$ cat src/rtl/filt_pkg.sv
// Shared widths, saturation limits and the round/saturate helper for the filter output path.
package filt_pkg;

  localparam int unsigned FILT_YW   = 40;
  localparam int unsigned FILT_OW   = 20;
  localparam int unsigned FILT_RW   = FILT_YW + 1;
  localparam int unsigned SAT_CNT_W = 16;

  localparam logic signed [FILT_RW-1:0] SAT_MAX = 41'sd524287;
  localparam logic signed [FILT_RW-1:0] SAT_MIN = -41'sd524288;
  localparam logic [FILT_OW-1:0]        OUT_MAX = 20'h7FFFF;
  localparam logic [FILT_OW-1:0]        OUT_MIN = 20'h80000;

  typedef struct packed {
    logic               sat;
    logic [FILT_OW-1:0] val;
  } s1_word_t;

  // Round half up, arithmetic shift in one extra bit so the bias carry cannot wrap, then clamp.
  function automatic s1_word_t round_sat(input logic [FILT_YW-1:0] y, input int unsigned shift);
    logic signed [FILT_RW-1:0] ext;
    logic signed [FILT_RW-1:0] bias;
    logic signed [FILT_RW-1:0] r;
    s1_word_t                  w;
    ext  = $signed({y[FILT_YW-1], y});
    bias = $signed(FILT_RW'(1) << (shift - 1));
    r    = (ext + bias) >>> shift;
    if (r > SAT_MAX) begin
      w.sat = 1'b1;
      w.val = OUT_MAX;
    end else if (r < SAT_MIN) begin
      w.sat = 1'b1;
      w.val = OUT_MIN;
    end else begin
      w.sat = 1'b0;
      w.val = FILT_OW'(r);
    end
    return w;
  endfunction

endpackage

$ cat src/rtl/filt_outq_fifo.sv
// Synchronous first-word-fall-through FIFO; a write into a full FIFO only lands if the head pops on the same edge.
module filt_outq_fifo #(
  parameter int unsigned DEPTH = 8,
  parameter int unsigned DW    = 20
) (
  input  logic                     clk,
  input  logic                     reset,
  input  logic                     push,
  input  logic [DW-1:0]            wdata,
  input  logic                     pop_req,
  output logic                     valid,
  output logic [DW-1:0]            rdata,
  output logic [$clog2(DEPTH):0]   level,
  output logic                     drop_c
);

  localparam int unsigned AW = $clog2(DEPTH);
  localparam int unsigned LW = AW + 1;

  logic [DW-1:0] mem_q [DEPTH];
  logic [DW-1:0] mem_d [DEPTH];
  logic [AW-1:0] wr_ptr_q, wr_ptr_d;
  logic [AW-1:0] rd_ptr_q, rd_ptr_d;
  logic [LW-1:0] level_q, level_d;
  logic          valid_q, valid_d;
  logic          full_c, pop_c, wr_c;

  always_comb begin
    mem_d    = mem_q;
    wr_ptr_d = wr_ptr_q;
    rd_ptr_d = rd_ptr_q;
    full_c   = (level_q == LW'(DEPTH));
    pop_c    = valid_q && pop_req;
    wr_c     = push && (!full_c || pop_c);
    drop_c   = push && !wr_c;
    if (wr_c) begin
      mem_d[wr_ptr_q] = wdata;
      wr_ptr_d        = wr_ptr_q + AW'(1);
    end
    if (pop_c) begin
      rd_ptr_d = rd_ptr_q + AW'(1);
    end
    level_d = level_q + LW'(wr_c) - LW'(pop_c);
    valid_d = (level_d != '0);
  end

  always_ff @(posedge clk) begin
    if (reset) begin
      mem_q    <= '{default: '0};
      wr_ptr_q <= '0;
      rd_ptr_q <= '0;
      level_q  <= '0;
      valid_q  <= 1'b0;
    end else begin
      mem_q    <= mem_d;
      wr_ptr_q <= wr_ptr_d;
      rd_ptr_q <= rd_ptr_d;
      level_q  <= level_d;
      valid_q  <= valid_d;
    end
  end

  assign valid = valid_q;
  assign rdata = mem_q[rd_ptr_q];
  assign level = level_q;

endmodule

$ cat src/rtl/filt_outq.sv
// Filter output queue: round/saturate the wide filter sample, then buffer it in a FWFT FIFO.
module filt_outq
  import filt_pkg::*;
#(
  parameter int unsigned DEPTH = 8,
  parameter int unsigned SHIFT = 16
) (
  input  logic                    clk,
  input  logic                    reset,
  input  logic                    pushin,
  input  logic [FILT_YW-1:0]      din,
  input  logic                    stopin,
  input  logic                    clr,
  output logic                    pushout,
  output logic [FILT_OW-1:0]      dout,
  output logic [$clog2(DEPTH):0]  level,
  output logic                    ovf,
  output logic [SAT_CNT_W-1:0]    sat_cnt
);

  logic                 v1_q, v1_d;
  s1_word_t             s1_q, s1_d;
  logic                 ovf_q, ovf_d;
  logic [SAT_CNT_W-1:0] sat_cnt_q, sat_cnt_d;
  logic                 drop_c;

  // Stage 1 register plus the sticky status; a same-edge event wins over clr.
  always_comb begin
    v1_d      = pushin;
    s1_d      = s1_q;
    ovf_d     = ovf_q;
    sat_cnt_d = sat_cnt_q;
    if (pushin) begin
      s1_d = round_sat(din, SHIFT);
    end
    if (drop_c) begin
      ovf_d = 1'b1;
    end else if (clr) begin
      ovf_d = 1'b0;
    end
    if (v1_q && s1_q.sat) begin
      if (clr) begin
        sat_cnt_d = SAT_CNT_W'(1);
      end else if (sat_cnt_q != '1) begin
        sat_cnt_d = sat_cnt_q + SAT_CNT_W'(1);
      end
    end else if (clr) begin
      sat_cnt_d = '0;
    end
  end

  always_ff @(posedge clk) begin
    if (reset) begin
      v1_q      <= 1'b0;
      s1_q      <= '0;
      ovf_q     <= 1'b0;
      sat_cnt_q <= '0;
    end else begin
      v1_q      <= v1_d;
      s1_q      <= s1_d;
      ovf_q     <= ovf_d;
      sat_cnt_q <= sat_cnt_d;
    end
  end

  filt_outq_fifo #(
    .DEPTH (DEPTH),
    .DW    (FILT_OW)
  ) u_fifo (
    .clk     (clk),
    .reset   (reset),
    .push    (v1_q),
    .wdata   (s1_q.val),
    .pop_req (!stopin),
    .valid   (pushout),
    .rdata   (dout),
    .level   (level),
    .drop_c  (drop_c)
  );

  assign ovf     = ovf_q;
  assign sat_cnt = sat_cnt_q;

endmodule

$ cat config.mk
export PLATFORM = sky130hd
export DESIGN_NAME = filt_outq
export DESIGN_NICKNAME = d
export VERILOG_FILES = /design/src/rtl/filt_pkg.sv /design/src/rtl/filt_outq_fifo.sv /design/src/rtl/filt_outq.sv
export SDC_FILE = /design/constraint.sdc
export NUM_CORES = 1
export LEC_CHECK = 0
export ABC_AREA = 1
export CAP_MARGIN = 10
export CORE_ASPECT_RATIO = 0.5
export CORE_MARGIN = 2
export CORE_UTILIZATION = 30
export DETAILED_ROUTE_END_ITERATION = 10
export GPL_ROUTABILITY_DRIVEN = 0
export HOLD_SLACK_MARGIN = 0.03
export PLACE_DENSITY = 0.55
export SYNTH_ARGS = -nofsm -noshare
export SYNTH_HDL_FRONTEND = slang
export SYNTH_SLANG_ARGS = --single-unit
$ cat constraint.sdc
create_clock -name clk -period 4.2 [get_ports clk]
set_input_delay 0.84 -clock clk [delete_from_list [all_inputs] [get_ports clk]]
set_output_delay 0.84 -clock clk [all_outputs]
set_load 0.03 [all_outputs]
==> metrics.yaml, run 1 <==
clock_network:
  hold_buffers: 0
  root_buffer: "clkbuf_16"
  cts_max_level: 1
  clockBufferDepth: 3
  cts_made_buffers: 23
  path_clk_slew_ps: 60
  clkLatencyLatePin_ps: 520
  post_cts_buffers: 0
  postCtsResizedCells: 0
  cts_tree: "built"
  cts.sinks: 210
global_route:
  grt_max_degree: 102
  grt_pass1_wl_um: 43300
  gr-total-overflow: 0
  track_usage_pct: 15.5
  antenna_found_initial: 0
  grt_pass1_vias: 7887
routing:
  vias_per_cell: 4.70
  postRouteAntennaNets: 0
  wl_um: 26600
  first_pass_iters: 6
  drc: 0
  drt_iter0_markers: 459
  avgRoutedWirePerCell_um: 14.5
  vias: 8637
synth:
  synth-compound-area-share_pct: 30.1
  yosys_register_bits: 210
  avgSynthCellArea_um2: 7.13
  synthMuxAreaShare_pct: 0
  yosys.area_share.simple_pct: 11.6
  yosys_warnings: 0
  synth_area_um2: 9730
  ys_seq_area_share_pct: 43.2
  synth-adder-area-share_pct: 1.49
  postSynthCellCount: 1365
  synth-xor-area-share_pct: 1.89
  mappedNetlistNets: 1421
  synth.distinct_cells: 36
  synth_top_family_by_area: "compound AO/OA/AOI/OAI gates"
power:
  p_per_area_nw_per_um2: 467
  power_mw: 5.40
  irDropWorstVdd_mv: 0.331
  leakagePower_nw: 4.02
die:
  core_um2: 31800
  dieWidth_um: 259
  ios: 87
  initial_core_util_pct: 30.6
  dieArea_um2: 34000
  num_rows: 46
  die_h_um: 131
worst_hold_path:
  min_to: "u_fifo.mem_q[148]$_SDFFE_PP0P_"
  whs_path_depth: 2
  hold_start: "u_fifo.mem_q[148]$_SDFFE_PP0P_"
  min_path_type: "reg2reg"
timing:
  fin_crit_ps: 3890
  fin_hold_ws_ps: 439
  setup_viol: 0
  skew_ps: 16.8
  fin_setup_tns_ps: 0
  fmax_mhz: 257
  drv_slew: 0
  tightest_slew_ps: 1150
  grt_setup_unrepaired: "false"
  relSlewSlack_pct: 23.4
  final_hold_viol_count: 0
  min_period_over_period_pct: 92.6
  worst_slack_ps: 312
final_layout:
  num-fill-cells: 3452
  num-nets-final: 1447
  syn_to_final_growth_pct: 18.8
  layout.cells.non_filler: 1839
  final_core_util_pct: 36.3
  drive_gt1_share_pct: 4.83
  final_area_um2: 11600
  n_antenna_cell: 0
worst_setup_path:
  critPathBufInv: 2
  r2r_cells: 11
  r2r-start: "u_fifo.valid$_SDFF_PP0_"
  reg2reg_setup_slack_ps: 1750
  critPathSlowestCell: "clkdlybuf4s50_1"
  crit_family: "buffers and inverters"
  slowest_delay_ps: 760
  start_kind: "flop"
  critical_path_required_ps: 3360
  worstPathCellList: "buf_4 > nand2_1 > o21ai_0 > a221oi_1 > a31oi_1 > clkdlybuf4s50_1"
  crit_arrival_ps: 3050
  end_kind: "output pin"
  r2r-end: "u_fifo.valid$_SDFF_PP0_"
  crit_type: "reg2out"
  critPathMaxFanout: 101
outcome:
  status: "finished clean"
place:
  dp_hpwl_um: 16200
  place_area_um2: 10800
  portBuffers: 71
  place_ws_ps: 793
  dp.cells: 1798
run:
  max_cap_violations: 0
[state kept, by name (all words and copies together), names as in the netlist]
register,flops
u_fifo.rd_ptr_q,3
u_fifo.valid,1
u_fifo.level,4
v1_q,1
sat_cnt,16
u_fifo.mem_q,160
u_fifo.wr_ptr_q,3
ovf,1
s1_q,21
[cell usage after synthesis]
master / n / area [µm²]
a211oi_1: 1 / 7.51
a21boi_1: 1 / 7.51
a21oi_1: 256 / 1280
a21oi_4: 1 / 16.3
a221oi_1: 20 / 175
a2bb2oi_1: 1 / 8.76
a31oi_1: 22 / 138
a41oi_1: 1 / 8.76
buf_1: 2 / 7.51
buf_4: 2 / 15.0
buf_6: 1 / 11.3
clkbuf_1: 83 / 312
clkinv_1: 3 / 11.3
dfxtp_1: 210 / 4200
fa_1: 1 / 20.0
ha_1: 10 / 125
inv_1: 207 / 777
nand2_1: 159 / 597
nand2_2: 1 / 6.26
nand2_4: 1 / 11.3
nand3_1: 32 / 160
nand3_2: 1 / 10.0
nand3b_1: 1 / 7.51
nand4_1: 8 / 50.1
nor2_1: 52 / 195
nor2_2: 2 / 12.5
nor2_4: 2 / 22.5
nor3_1: 4 / 20.0
nor3_2: 1 / 10.0
nor3_4: 1 / 16.3
nor4_1: 2 / 12.5
o211a_1: 2 / 20.0
o21ai_0: 252 / 1260
o21bai_1: 1 / 7.51
xnor2_1: 8 / 70.1
xor2_1: 13 / 114
[worst reg2reg max path: cells and delay by family (launching register included)]
kind	cells	cell delay [ps]
xor+xnor	1	190
buf+inv	4	490
fa+ha+maj	2	570
simple gates	3	620
compound gates	1	130
flops	1	330
[placed cells by master, fill, tap and decap left out, types with 4 or more instances in the layout]
cell,synthesis,final
buf_4,2,16
nand3_1,32,32
xor2_1,13,13
ha_1,10,10
clkbuf_16,0,23
clkinv_2,0,4
nor3_1,4,4
inv_1,207,206
clkbuf_1,83,5
clkdlybuf4s50_1,0,71
o21ai_0,252,252
nand2_1,159,159
a21oi_1,256,256
dfxtp_1,210,209
a31oi_1,22,22
a221oi_1,20,20
xnor2_1,8,8
nand4_1,8,8
nor2_1,52,52
clkbuf_8,0,4
[cell families (layout without fill, tap and decap cells)]
group | after synthesis | count (layout)
AO/OA/AOI/OAI | 558 | 558
buffers and inverters | 298 | 340
AND/OR/NAND/NOR | 267 | 267
flip-flops | 210 | 210
XOR/XNOR | 21 | 21
adder cells (fa/ha/maj) | 11 | 11
[how the worst max path moves through the flow]
stage | from | end | slack (ps) | cells after the start
after CTS | u_fifo.rd_ptr_q[0]$_SDFFE_PP0P_ | dout[7] | 310 | 6
final | u_fifo.rd_ptr_q[0]$_SDFFE_PP0P_ | dout[9] | 310 | 6
after detailed placement | din[15] | s1_q[20]$_SDFFE_PP0P_ | 790 | 15
after global placement | din[15] | s1_q[20]$_SDFFE_PP0P_ | 800 | 15
after global routing | u_fifo.rd_ptr_q[0]$_SDFFE_PP0P_ | dout[9] | 130 | 6
after floorplan | u_fifo.rd_ptr_q[0]$_SDFFE_PP0P_ | dout[0] | 1710 | 6
[power by group]
| part | total, mW | internal, mW | switching, mW | leakage, nW |
|---|---|---|---|---|
| sequential | 2.16 | 2.09 | 0.0791 | 1.70 |
| combinational | 1.19 | 0.413 | 0.781 | 1.94 |
| clock | 2.04 | 1.21 | 0.833 | 0.378 |
| total | 5.40 | 3.71 | 1.69 | 4.02 |
[final cells by class]
type                            count  area (µm²)  share of cell area [%]
Multi-Input combinational cell    857        4390                    38.0
Sequential cell                   210        4210                    36.4
Timing Repair Buffer               89         871                    7.53
Inverter                          210         791                    6.84
Clock buffer                       32         649                    5.62
Tap cell                          432         541                    4.67
Clock inverter                      9         114                   0.985
[layer usage]
layer,global-route usage (%),wire length [µm]
met4,2.95,314
met2,23.3,11300
met3,2.03,815
met5,0,0
met1,23.4,14200
(Power assumes the default switching activity.)
==> run 2: changes to the inputs <==
--- a/config.mk
+++ b/config.mk
@@ -7,13 +7,15 @@
 export LEC_CHECK = 0
 export ABC_AREA = 1
 export CAP_MARGIN = 10
+export CELL_PAD_IN_SITES_DETAIL_PLACEMENT = 2
+export CELL_PAD_IN_SITES_GLOBAL_PLACEMENT = 2
 export CORE_ASPECT_RATIO = 0.5
 export CORE_MARGIN = 2
 export CORE_UTILIZATION = 30
 export DETAILED_ROUTE_END_ITERATION = 10
 export GPL_ROUTABILITY_DRIVEN = 0
 export HOLD_SLACK_MARGIN = 0.03
-export PLACE_DENSITY = 0.55
+export PLACE_DENSITY = 0.82
 export SYNTH_ARGS = -nofsm -noshare
 export SYNTH_HDL_FRONTEND = slang
 export SYNTH_SLANG_ARGS = --single-unit
==> metrics.yaml, run 2 (same netlist as run 1, synthesis figures left out) <==
outcome:
  status: "finished clean"
final_layout:
  final_area_um2: 11500
  syn_to_final_growth_pct: 18.4
  layout.cells.non_filler: 1834
  n_antenna_cell: 0
  largest-register: "u_fifo.mem_q"
  layout_common_cells: "a21oi_1, o21ai_0, dfxtp_1, inv_1, nand2_1"
  final_common_cell: "a21oi_1"
  num-fill-cells: 3659
  num-nets-final: 1448
  largest_register_ff_count: 160
  drive_gt1_share_pct: 5.42
die:
  initial_core_util_pct: 30.6
  core_um2: 31800
  dieArea_um2: 34000
  num_rows: 46
  die_h_um: 131
  dieWidth_um: 259
  ios: 87
worst_setup_path:
  r2r-end: "u_fifo.valid$_SDFF_PP0_"
  slowest_delay_ps: 760
  end_kind: "output pin"
  critPathMaxFanout: 59
  critical_path_required_ps: 3360
  crit_arrival_ps: 2940
  r2r-start: "u_fifo.valid$_SDFF_PP0_"
  r2r_cells: 11
  worstPathCellList: "buf_4 > nand2_1 > o21ai_0 > a221oi_1 > a31oi_1 > clkdlybuf4s50_1"
  reg2reg_setup_slack_ps: 1560
  crit_type: "reg2out"
  start_kind: "flop"
  critPathSlowestCell: "clkdlybuf4s50_1"
place:
  portBuffers: 71
  place_ws_ps: 650
  place_area_um2: 10800
  dp_hpwl_um: 22800
  dp.cells: 1800
timing:
  setup_viol: 0
  fin_setup_tns_ps: 0
  fin_hold_ws_ps: 446
  drv_slew: 0
  tightest_slew_ps: 794
  grt_setup_unrepaired: "false"
  skew_ps: 9.32
  fmax_mhz: 265
  fin_crit_ps: 3780
  relSlewSlack_pct: 47.1
  final_hold_viol_count: 0
  worst_slack_ps: 425
  min_period_over_period_pct: 89.9
global_route:
  grt_pass1_wl_um: 57200
  grt_pass1_vias: 10700
  track_usage_pct: 20.6
  gr-total-overflow: 0
  antenna_found_initial: 1
  grt_max_degree: 89
power:
  leakagePower_nw: 4.02
  irDropWorstVdd_mv: 0.294
  p_per_area_nw_per_um2: 469
run:
  max_cap_violations: 0
clock_network:
  root_buffer: "clkbuf_16"
  clkLatencyLatePin_ps: 520
  hold_buffers: 0
  post_cts_buffers: 0
  clockBufferDepth: 3
  postCtsResizedCells: 0
  cts_tree: "built"
  cts.sinks: 210
  cts_made_buffers: 22
  path_clk_slew_ps: 60
  cts_max_level: 1
routing:
  postRouteAntennaNets: 0
  vias: 9577
  first_pass_iters: 5
  drc: 0
  drt_iter0_markers: 544
  avgRoutedWirePerCell_um: 19.1
  wl_um: 35000
  vias_per_cell: 5.22
worst_hold_path:
  whs_path_depth: 2
  hold_start: "u_fifo.mem_q[86]$_SDFFE_PP0P_"
  min_to: "u_fifo.mem_q[86]$_SDFFE_PP0P_"
  min_path_type: "reg2reg"
==> run 2: cell types whose count changed in the layout (fill, tap and decap cells not counted) <==
cell | before | now
clkdlybuf4s50_1 | 71 | 57
buf_4 | 16 | 27
bufinv_16 | 2 | 0
buf_12 | 2 | 7
clkbuf_1 | 5 | 4
clkinv_1 | 1 | 3
inv_2 | 2 | 0
clkbuf_8 | 4 | 5
clkinv_2 | 4 | 0
clkinv_8 | 1 | 0
==> run 2: worst max-delay path by stage <==
stage | slack, ps | from | end
2_1_floorplan | 1710 | u_fifo.rd_ptr_q[0]$_SDFFE_PP0P_ | dout[0]
3_3_place_gp | 800 | din[15] | s1_q[20]$_SDFFE_PP0P_
3_5_place_dp | 650 | stopin | u_fifo.mem_q[48]$_SDFFE_PP0P_
4_1_cts | 400 | u_fifo.rd_ptr_q[0]$_SDFFE_PP0P_ | dout[9]
5_1_grt | 300 | u_fifo.rd_ptr_q[0]$_SDFFE_PP0P_ | dout[9]
6_report | 420 | u_fifo.rd_ptr_q[0]$_SDFFE_PP0P_ | dout[10]
==> run 2: per-layer routing <==
layer  track usage [%]  wire (µm)
met1              26.5      15600
met2              36.2      17200
met3              2.87       1710
met4              5.01        493
met5                 0          0
==> run 2: final cells by class <==
type	instances	area [µm²]	share of cell area, %
clock buffer	32	659	5.72
clock inverter	2	17.5	0.152
inverter	210	791	6.87
multi-input combinational	857	4390	38.1
sequential	210	4210	36.5
tap	432	541	4.69
timing repair buffer	91	913	7.93
==> run 2: critical path, delay by kind of cell, from the launching register on <==
kind / cells / cell delay, ps
AO/OA/AOI/OAI: 3 / 630
AND/OR/NAND/NOR: 1 / 110
flip-flops: 1 / 380
buffers and inverters: 2 / 1290
==> run 2: metrics by stage <==
step,power (mW),util (%)
final,5.40,36.2
after global placement,3.46,34.1
after floorplan,2.96,-
after global routing,5.65,36.2
after detailed placement,3.53,34.1
after CTS,5.46,36.2
==> run 2: report_power, final <==
group	total [mW]	switching, mW	internal (mW)
registers	2.18	0.0903	2.09
clock network	1.91	0.832	1.08
logic	1.31	0.866	0.448
total	5.40	1.79	3.62
==> run 3: changes to the inputs <==
--- a/config.mk
+++ b/config.mk
@@ -14,6 +14,7 @@
 export CORE_UTILIZATION = 30
 export DETAILED_ROUTE_END_ITERATION = 10
 export GPL_ROUTABILITY_DRIVEN = 0
+export GPL_TIMING_DRIVEN = 0
 export HOLD_SLACK_MARGIN = 0.03
 export PLACE_DENSITY = 0.82
 export SYNTH_ARGS = -nofsm -noshare
==> metrics.yaml, run 3 (same netlist as run 1, synthesis figures left out) <==
outcome:
  status: "finished clean"
global_route:
  grt_pass1_wl_um: 58200
  antenna_found_initial: 0
  gr-total-overflow: 0
  track_usage_pct: 21.2
  grt_max_degree: 15
  grt_pass1_vias: 10400
worst_setup_path:
  worstPathCellList: "clkbuf_2 > clkbuf_1 > nand2_1 > o21ai_0 > a221oi_1 > a31oi_1 > clkdlybuf4s50_1"
  critPathMaxFanout: 10
  r2r-start: "u_fifo.valid$_SDFF_PP0_"
  slowest_delay_ps: 750
  end_kind: "output pin"
  startpoint: "u_fifo.rd_ptr_q[0]$_SDFFE_PP0P_"
  crit_family: "buffers and inverters"
  critPathSlowestCell: "clkdlybuf4s50_1"
  crit_type: "reg2out"
  start_kind: "flop"
  critPathBufInv: 3
  critical_path_required_ps: 3360
  crit_arrival_ps: 3150
timing:
  fmax_mhz: 251
  skew_ps: 17.2
  final_hold_viol_count: 0
  worst_slack_ps: 214
  tightest_slew_ps: 786
  drv_slew: 0
  min_period_over_period_pct: 94.9
  fin_setup_tns_ps: 0
  fin_crit_ps: 3990
  grt_setup_unrepaired: "false"
  setup_viol: 0
  relSlewSlack_pct: 47.6
clock_network:
  clkLatencyLatePin_ps: 530
  cts.sinks: 210
  clockBufferDepth: 3
  path_clk_slew_ps: 70
  cts_made_buffers: 22
  hold_buffers: 0
  root_buffer: "clkbuf_16"
  cts_tree: "built"
  cts_max_level: 1
power:
  leakagePower_nw: 4.01
  swShare_pct: 34.1
  combPwrFrac_pct: 24.2
  internal_power_mw: 3.56
  p_sw_mw: 1.85
  power_mw: 5.41
  clkPwrFrac_pct: 35.4
  power.share.sequential_pct: 40.3
  p_per_area_nw_per_um2: 464
  irDropWorstVdd_mv: 0.294
final_layout:
  layout_common_cells: "a21oi_1, o21ai_0, dfxtp_1, inv_1, nand2_1"
  seq_area_um2: 4200
  final_common_cell: "a21oi_1"
  largest-register: "u_fifo.mem_q"
  n_antenna_cell: 0
  drive_gt1_share_pct: 3.32
  multi_input_area_um2: 4390
  syn_to_final_growth_pct: 19.8
  num-fill-cells: 3694
  largest_register_ff_count: 160
  num-nets-final: 1516
die:
  initial_core_util_pct: 30.6
  core_um2: 31800
  dieArea_um2: 34000
  die_h_um: 131
  dieWidth_um: 259
  ios: 87
  num_rows: 46
routing:
  drc: 0
  drt_iter0_markers: 445
  postRouteAntennaNets: 0
  first_pass_iters: 5
  vias: 9637
  avgRoutedWirePerCell_um: 18.9
  vias_per_cell: 5.06
  wl_um: 36100
place:
  dp_hpwl_um: 27900
  portBuffers: 71
  place_ws_ps: 318
run:
  max_cap_violations: 0
worst_hold_path:
  min_path_type: "reg2reg"
  hold_start: "u_fifo.mem_q[94]$_SDFFE_PP0P_"
[run 3: cell types whose count changed in the layout (fill, tap and decap cells not counted), sizes merged]
cell,before,now
buf,34,5
clkbuf,32,112
clkdlybuf4s50,57,71
clkinv,4,11
clkinvlp,0,1
inv,208,207
[run 3: final cells by class]
cell class                 instances  share of cell area (%)
buffer                            88                    2.97
clock buffer                      29                    5.39
clock inverter                     9                   0.408
inverter                         210                    6.76
multi-input combinational        857                    37.7
sequential                       210                    36.1
tap                              432                    4.64
timing repair buffer              71                    6.10
[run 3: repair_timing]
| item | CTS | global route |
|---|---|---|
| gates resized for setup | 1 | 0 |
| endpoints found under the setup margin | 2 | 0 |
| buffers inserted | 0 | 0 |
[run 3: final timing paths]
path | cells past startpoint | slack (ps) | to
min reg2reg | 2 | 450 | u_fifo.mem_q[94]$_SDFFE_PP0P_
min | 2 | 450 | u_fifo.mem_q[94]$_SDFFE_PP0P_
max | 7 | 210 | dout[10]
max reg2reg | 10 | 1100 | u_fifo.mem_q[123]$_SDFFE_PP0P_
[run 3: metal layers]
layer | routed length, µm | vias up | part of all wire, % | GRT usage (%)
met5 | 0 | - | 0 | 0
met4 | 489 | 0 | 1.4 | 3.53
met3 | 1240 | 39 | 3.4 | 3.07
met2 | 16800 | 131 | 47 | 36.2
met1 | 17600 | 4741 | 49 | 28.7
li1 | - | 4726 | - | -
[run 3: metrics by stage]
stage	util [%]	hold WS [ps]	cells	cell area, µm²
global placement	34.5	428	1868	11000
CTS	36.6	451	1906	11700
floorplan	-	420	1365	9730
detailed placement	34.5	439	1868	11000
finish	36.6	448	1906	11700
global route	36.6	466	1906	11700
[run 3: worst reg2reg max path, cell delays in order (launching register included)]
cell	delay, ps
dfxtp_1	330
inv_1	40
nor2_1	490
inv_1	350
nand4_1	210
nand2_1	200
nor2_1	380
nand3_1	340
clkbuf_1	300
o21ai_0	280
a21oi_1	80
[run 3: power groups by stage]
stage / Clock, mW / Combinational, mW / Sequential, mW
2_1_floorplan: 0 / 0.739 / 2.22
5_1_grt: 2.03 / 1.43 / 2.19
3_5_place_dp: 0 / 1.30 / 2.22
6_report: 1.92 / 1.31 / 2.18
4_1_cts: 1.95 / 1.32 / 2.18
3_3_place_gp: 0 / 1.25 / 2.22
